File: src/rtl/slc3_io_pkg.sv
// Shared constants and event payload for the SLC-3 board I/O conditioning blocks.
package slc3_io_pkg;

    localparam int unsigned SIM_DEBOUNCE_CYCLES   = 4;
    localparam int unsigned BOARD_DEBOUNCE_CYCLES = 500000;
    localparam bit          DEFAULT_ACTIVE_LOW    = 1'b1;

    // Per-channel event bundle; rel marks an accepted release.
    typedef struct packed {
        logic pressed;
        logic press;
        logic rel;
        logic rpt;
    } btn_evt_t;

    // Pin level seen while the button is not pressed.
    function automatic logic released_level(input bit active_low);
        return active_low;
    endfunction

endpackage

File: src/rtl/slc3_debounce_ch.sv
// One button channel: synchroniser, counter debouncer, press/release edge pulses
// and optional auto-repeat while held.
module slc3_debounce_ch
    import slc3_io_pkg::*;
#(
    parameter bit          ACTIVE_LOW      = DEFAULT_ACTIVE_LOW,
    parameter int unsigned SYNC_STAGES     = 2,
    parameter int unsigned DEBOUNCE_CYCLES = SIM_DEBOUNCE_CYCLES,
    parameter int unsigned REPEAT_CYCLES   = 8
) (
    input  logic     Clk,
    input  logic     Reset_n,
    input  logic     btn_raw,
    output btn_evt_t evt,
    output logic     stable_nxt_c
);

    localparam int unsigned   CW       = $clog2(DEBOUNCE_CYCLES + 1);
    localparam logic [CW-1:0] CNT_LAST = CW'(DEBOUNCE_CYCLES - 1);
    localparam logic          IDLE_LVL = released_level(ACTIVE_LOW);

    logic [SYNC_STAGES-1:0] sync_q;
    logic                   stable_q;
    logic [CW-1:0]          cnt_q;
    logic [CW-1:0]          cnt_d;
    logic                   sample;
    logic                   mismatch;
    logic                   toggle;
    logic                   press_q;
    logic                   rel_q;
    logic                   rpt_w;

    // Metastability chain, loaded with the idle pin level on reset.
    always_ff @(posedge Clk or negedge Reset_n) begin
        if (!Reset_n) begin
            sync_q <= {SYNC_STAGES{IDLE_LVL}};
        end else begin
            sync_q <= {sync_q[SYNC_STAGES-2:0], btn_raw};
        end
    end

    assign sample = sync_q[SYNC_STAGES-1] ^ ACTIVE_LOW;

    // Debounce next-state: any agreeing sample restarts the count.
    always_comb begin
        mismatch     = (sample != stable_q);
        toggle       = mismatch && (cnt_q == CNT_LAST);
        cnt_d        = '0;
        if (mismatch && !toggle) begin
            cnt_d = cnt_q + CW'(1);
        end
        stable_nxt_c = stable_q ^ toggle;
    end

    always_ff @(posedge Clk or negedge Reset_n) begin
        if (!Reset_n) begin
            stable_q <= 1'b0;
            cnt_q    <= '0;
            press_q  <= 1'b0;
            rel_q    <= 1'b0;
        end else begin
            stable_q <= stable_nxt_c;
            cnt_q    <= cnt_d;
            press_q  <= toggle && !stable_q;
            rel_q    <= toggle && stable_q;
        end
    end

    if (REPEAT_CYCLES > 0) begin : g_rpt
        localparam int unsigned   RW        = (REPEAT_CYCLES > 1) ? $clog2(REPEAT_CYCLES) : 1;
        localparam logic [RW-1:0] RCNT_LAST = RW'(REPEAT_CYCLES - 1);

        logic [RW-1:0] rcnt_q;
        logic [RW-1:0] rcnt_d;
        logic          rpt_d;
        logic          rpt_q;

        // Count only while held and not on a toggling edge, so press and
        // release both leave the counter at zero with no pulse.
        always_comb begin
            rcnt_d = '0;
            rpt_d  = 1'b0;
            if (stable_q && !toggle) begin
                if (rcnt_q == RCNT_LAST) begin
                    rpt_d = 1'b1;
                end else begin
                    rcnt_d = rcnt_q + RW'(1);
                end
            end
        end

        always_ff @(posedge Clk or negedge Reset_n) begin
            if (!Reset_n) begin
                rcnt_q <= '0;
                rpt_q  <= 1'b0;
            end else begin
                rcnt_q <= rcnt_d;
                rpt_q  <= rpt_d;
            end
        end

        assign rpt_w = rpt_q;
    end else begin : g_no_rpt
        assign rpt_w = 1'b0;
    end

    assign evt.pressed = stable_q;
    assign evt.press   = press_q;
    assign evt.rel     = rel_q;
    assign evt.rpt     = rpt_w;

endmodule

File: src/rtl/slc3_button_conditioner.sv
// N-channel push-button conditioner producing clean level and single-cycle
// press/release/repeat events for the SLC-3 control logic.
module slc3_button_conditioner
    import slc3_io_pkg::*;
#(
    parameter int unsigned N_BTN           = 2,
    parameter bit          ACTIVE_LOW      = DEFAULT_ACTIVE_LOW,
    parameter int unsigned SYNC_STAGES     = 2,
    parameter int unsigned DEBOUNCE_CYCLES = SIM_DEBOUNCE_CYCLES,
    parameter int unsigned REPEAT_CYCLES   = 8
) (
    input  logic             Clk,
    input  logic             Reset_n,
    input  logic [N_BTN-1:0] btn_raw,
    output logic [N_BTN-1:0] pressed_o,
    output logic [N_BTN-1:0] press_o,
    output logic [N_BTN-1:0] release_o,
    output logic [N_BTN-1:0] repeat_o,
    output logic             any_pressed_o
);

    btn_evt_t         evt [N_BTN];
    logic [N_BTN-1:0] stable_nxt;

    for (genvar i = 0; i < N_BTN; i++) begin : g_ch
        slc3_debounce_ch #(
            .ACTIVE_LOW      (ACTIVE_LOW),
            .SYNC_STAGES     (SYNC_STAGES),
            .DEBOUNCE_CYCLES (DEBOUNCE_CYCLES),
            .REPEAT_CYCLES   (REPEAT_CYCLES)
        ) u_ch (
            .Clk          (Clk),
            .Reset_n      (Reset_n),
            .btn_raw      (btn_raw[i]),
            .evt          (evt[i]),
            .stable_nxt_c (stable_nxt[i])
        );

        assign pressed_o[i] = evt[i].pressed;
        assign press_o[i]   = evt[i].press;
        assign release_o[i] = evt[i].rel;
        assign repeat_o[i]  = evt[i].rpt;
    end

    // Registered from next-state levels so it tracks pressed_o in the same cycle.
    always_ff @(posedge Clk or negedge Reset_n) begin
        if (!Reset_n) begin
            any_pressed_o <= 1'b0;
        end else begin
            any_pressed_o <= |stable_nxt;
        end
    end

endmodule

File: config.mk
export PLATFORM = sky130hd
export DESIGN_NAME = slc3_button_conditioner
export DESIGN_NICKNAME = d
export VERILOG_FILES = /design/src/rtl/slc3_io_pkg.sv /design/src/rtl/slc3_debounce_ch.sv /design/src/rtl/slc3_button_conditioner.sv
export SDC_FILE = /design/constraint.sdc
export NUM_CORES = 1
export LEC_CHECK = 0
export ABC_AREA = 1
export BUFFER_PORTS_ARGS = -buffer_cell sky130_fd_sc_hd__buf_2
export CORE_MARGIN = 1.5
export CORE_UTILIZATION = 58
export CTS_BUF_LIST = sky130_fd_sc_hd__clkbuf_8 sky130_fd_sc_hd__clkbuf_16
export CTS_CLUSTER_DIAMETER = 150
export DETAILED_ROUTE_END_ITERATION = 8
export HOLD_SLACK_MARGIN = 0.08
export PLACE_DENSITY_LB_ADDON = 0.3
export SYNTH_ARGS = -nofsm -noshare
export SYNTH_HDL_FRONTEND = slang
export SYNTH_HIERARCHICAL = 1
export SYNTH_SLANG_ARGS = --single-unit
File: constraint.sdc
create_clock -name Clk -period 3.3 [get_ports Clk]
set_input_delay 0.165 -clock Clk [delete_from_list [all_inputs] [get_ports Clk]]
set_output_delay 0.165 -clock Clk [all_outputs]
set_load 0.01 [all_outputs]
==> metrics.yaml <==
cts-resized-gates: 0
grtUsageMet1_pct: 19.3
syn_inst: 96
postCtsSetupBuffers: 0
grt_first_pass_wirelength_mm: 2.30
clockPowerShare_pct: 20.2
antenna_left: 0
arrival_ps: 1520
firstDrtPassIters: 2
power_frac_seq_pct: 51.7
ys_warn_count: 6
combPwrFrac_pct: 28.0
clk_latency_ps: 250
final_nets: 120
cts_sinks: 25
antenna_found_initial: 0
powerDensity_mw_per_mm2: 726
fillCellCount: 129
finalSetupTns_ps: 0
max_cap_violations: 0
post-place-cells: 117
syn_area_sq_mm: 0.00103
dpl.hpwl_um: 1000
placementRows: 15
gp_congestion: 0.683
grt_start_max_net_pins: 26
drc_errors: 0
root_buffer: "clkbuf_8"
diodes: 0
fin_crit_sh_pct: 40.2
slew_viol_final: 0
vias_per_cell: 4.58
h-tree-depth: 1
core_area_sq_mm: 0.00169
setup_viol: 0
gr-total-overflow: 0
startpoint_type: "flip-flop"
cp-end-kind: "flip-flop"
fmax_mhz: 755
startpoint: "g_ch[0].u_ch/cnt_q[0]"
reg2reg_from: "g_ch[0].u_ch/cnt_q[0]"
layout.cells.non_filler: 124
switching_share_pct: 32.0
switchingPower_w: 0.000261
die_w_um: 45.1
period_needed_ps: 1330
syn-num-nets: 108
numCtsBuffers: 3
outcome: "finished clean"
grtUsageMet2_pct: 26.9
clk_pin_slew_ps: 80
hold_path_class: "flip-flop to flip-flop"
area_delta_synth_final_pct: 9.36
portBuffers: 12
clock_path_buffers: 2
skew_ps: 3.31
io_pins: 13
avgSynthCellArea_sq_um: 10.7
ctsHoldBuffers: 3
p_leak_nw: 0.695
die_area_sq_mm: 0.00204
peakVddDrop_mv: 0.397
p_int_w: 0.000556
die_h_um: 45.1
grt-busiest-layer: "met2"
path_class: "flip-flop to flip-flop"
grt_usage_pct: 15.6
hold_viol: 0
grt_pass1_vias: 573
seq_area_frac_synth_pct: 61.2
start_util_pct: 61.0
routed_wirelength_mm: 1.31
routedWlPerCell_um: 10.5
max-slew-margin-rel_pct: 64.8
cp.required_ps: 3500
use_met3_pct: 3.60
yosysUniqueCellTypes: 14
cts_tree: "done"
vias: 568
hp-start: "g_ch[0].u_ch/sync_q[0]"
power_w: 0.000817
crit_fanout: 5
rsz0062_at_grt: "false"
synth-seq-cells: 25
drive_above_1_share_pct: 25.2
dr.first_iter.drc_count: 3
worst_slew_pin_slew_ps: 528
[kinds of logic (layout without fill, tap and decap cells)]
| logic type | after synthesis | after routing | synth area share (%) |
|---|---|---|---|
| simple gates | 29 | 29 | 12.0 |
| compound gates | 2 | 2 | 2.43 |
| buf+inv | 32 | 43 | 14.6 |
| flops | 25 | 25 | 61.2 |
| fa+ha+maj | 8 | 8 | 9.72 |
[power groups by stage]
| stage | registers [W] | logic [W] | clock network, W |
|---|---|---|---|
| 2_1_floorplan | 0.000423 | 0.000184 | 0 |
| 3_3_place_gp | 0.000424 | 0.000215 | 0 |
| 3_5_place_dp | 0.000430 | 0.000230 | 0 |
| 4_1_cts | 0.000424 | 0.000234 | 0.000171 |
| 5_1_grt | 0.000433 | 0.000273 | 0.000183 |
| 6_report | 0.000423 | 0.000229 | 0.000165 |
[cells in the final DEF, fill, tap and decap left out]
master / netlist / routed
inv_1: 20 / 21
dfrtp_1: 21 / 21
nand2_1: 14 / 14
buf_2: 0 / 12
nor2_1: 8 / 8
ha_1: 8 / 8
inv_2: 4 / 4
dfstp_2: 4 / 4
clkbuf_8: 0 / 3
nand3_1: 3 / 3
dlygate4sd3_1: 0 / 3
nor3_1: 2 / 2
a21oi_2: 1 / 1
nand2_2: 1 / 1
nand3_2: 1 / 1
a21oi_4: 1 / 1
[cells in the mapped netlist (all sizes together)]
| cell type | number | area (sq um) |
|---|---|---|
| ha | 8 | 100 |
| dfstp | 4 | 105 |
| buf | 8 | 60.1 |
| nand3 | 4 | 25.0 |
| dfrtp | 21 | 526 |
| nor2 | 8 | 30.0 |
| inv | 24 | 90.1 |
| nand2 | 15 | 58.8 |
| nor3 | 2 | 10.0 |
| a21oi | 2 | 25.0 |
[routing by layer]
metal  routed length (um)  vias to the layer above  part of all wire [%]
met5                    0                        -                     0
met4                    9                        0                  0.69
li1                     -                      293                     -
met1                  598                      262                    46
met3                   32                        2                   2.4
met2                  666                       11                    51
[cell type report]
cell class                      instances  area [sq um]  area share, %
Clock buffer                            3          41.3           3.67
Timing Repair Buffer                   15          90.1           8.00
Clock inverter                          1          3.75          0.333
Sequential cell                        25           631           56.0
Inverter                               24          90.1           8.00
Multi-Input combinational cell         39           249           22.1
Tap cell                               17          21.3           1.89
[final timing paths]
check | end | slack, ps | depth (start not counted)
max | any_pressed_o | 1970 | 7
min | g_ch[0].u_ch/sync_q[1] | 360 | 0
max reg2reg | any_pressed_o | 1970 | 7
min reg2reg | g_ch[0].u_ch/sync_q[1] | 360 | 0
max in group asynchronous | g_ch[0].u_ch/sync_q[0] | 2520 | 2
min in group asynchronous | g_ch[0].u_ch/g_rpt.rcnt_q[1] | 420 | 2
[state kept, by name, summed over array words and instances (netlist names)]
name and cells:
g_ch.u_ch/cnt_q 6, g_ch.u_ch/g_rpt.rcnt_q 6, g_ch.u_ch/sync_q 4, g_ch.u_ch/g_rpt.rpt_q 2, g_ch.u_ch/press_q 2, g_ch.u_ch/rel_q 2, g_ch.u_ch/stable_q 2, any_pressed_o 1
[per-stage QoR]
step           utilization (%)  hold WS, ps  cell area [sq um]  worst slack [ps]
6_report                  66.7          357               1130              1970
4_1_cts                   66.7          358               1130              1950
2_1_floorplan                -         -131               1030              2080
5_1_grt                   66.7          367               1130              1860
3_3_place_gp              62.2          163               1050              2000
3_5_place_dp              62.2          171               1050              1970
[critical path: stages (launching register included)]
cell and delay (ps):
dfrtp_1 390, ha_1 200, ha_1 220, a21oi_2 230, inv_1 60, nand2_1 80, inv_1 40, nand2_1 50
No activity file was read; power rests on OpenSTA's default activity.
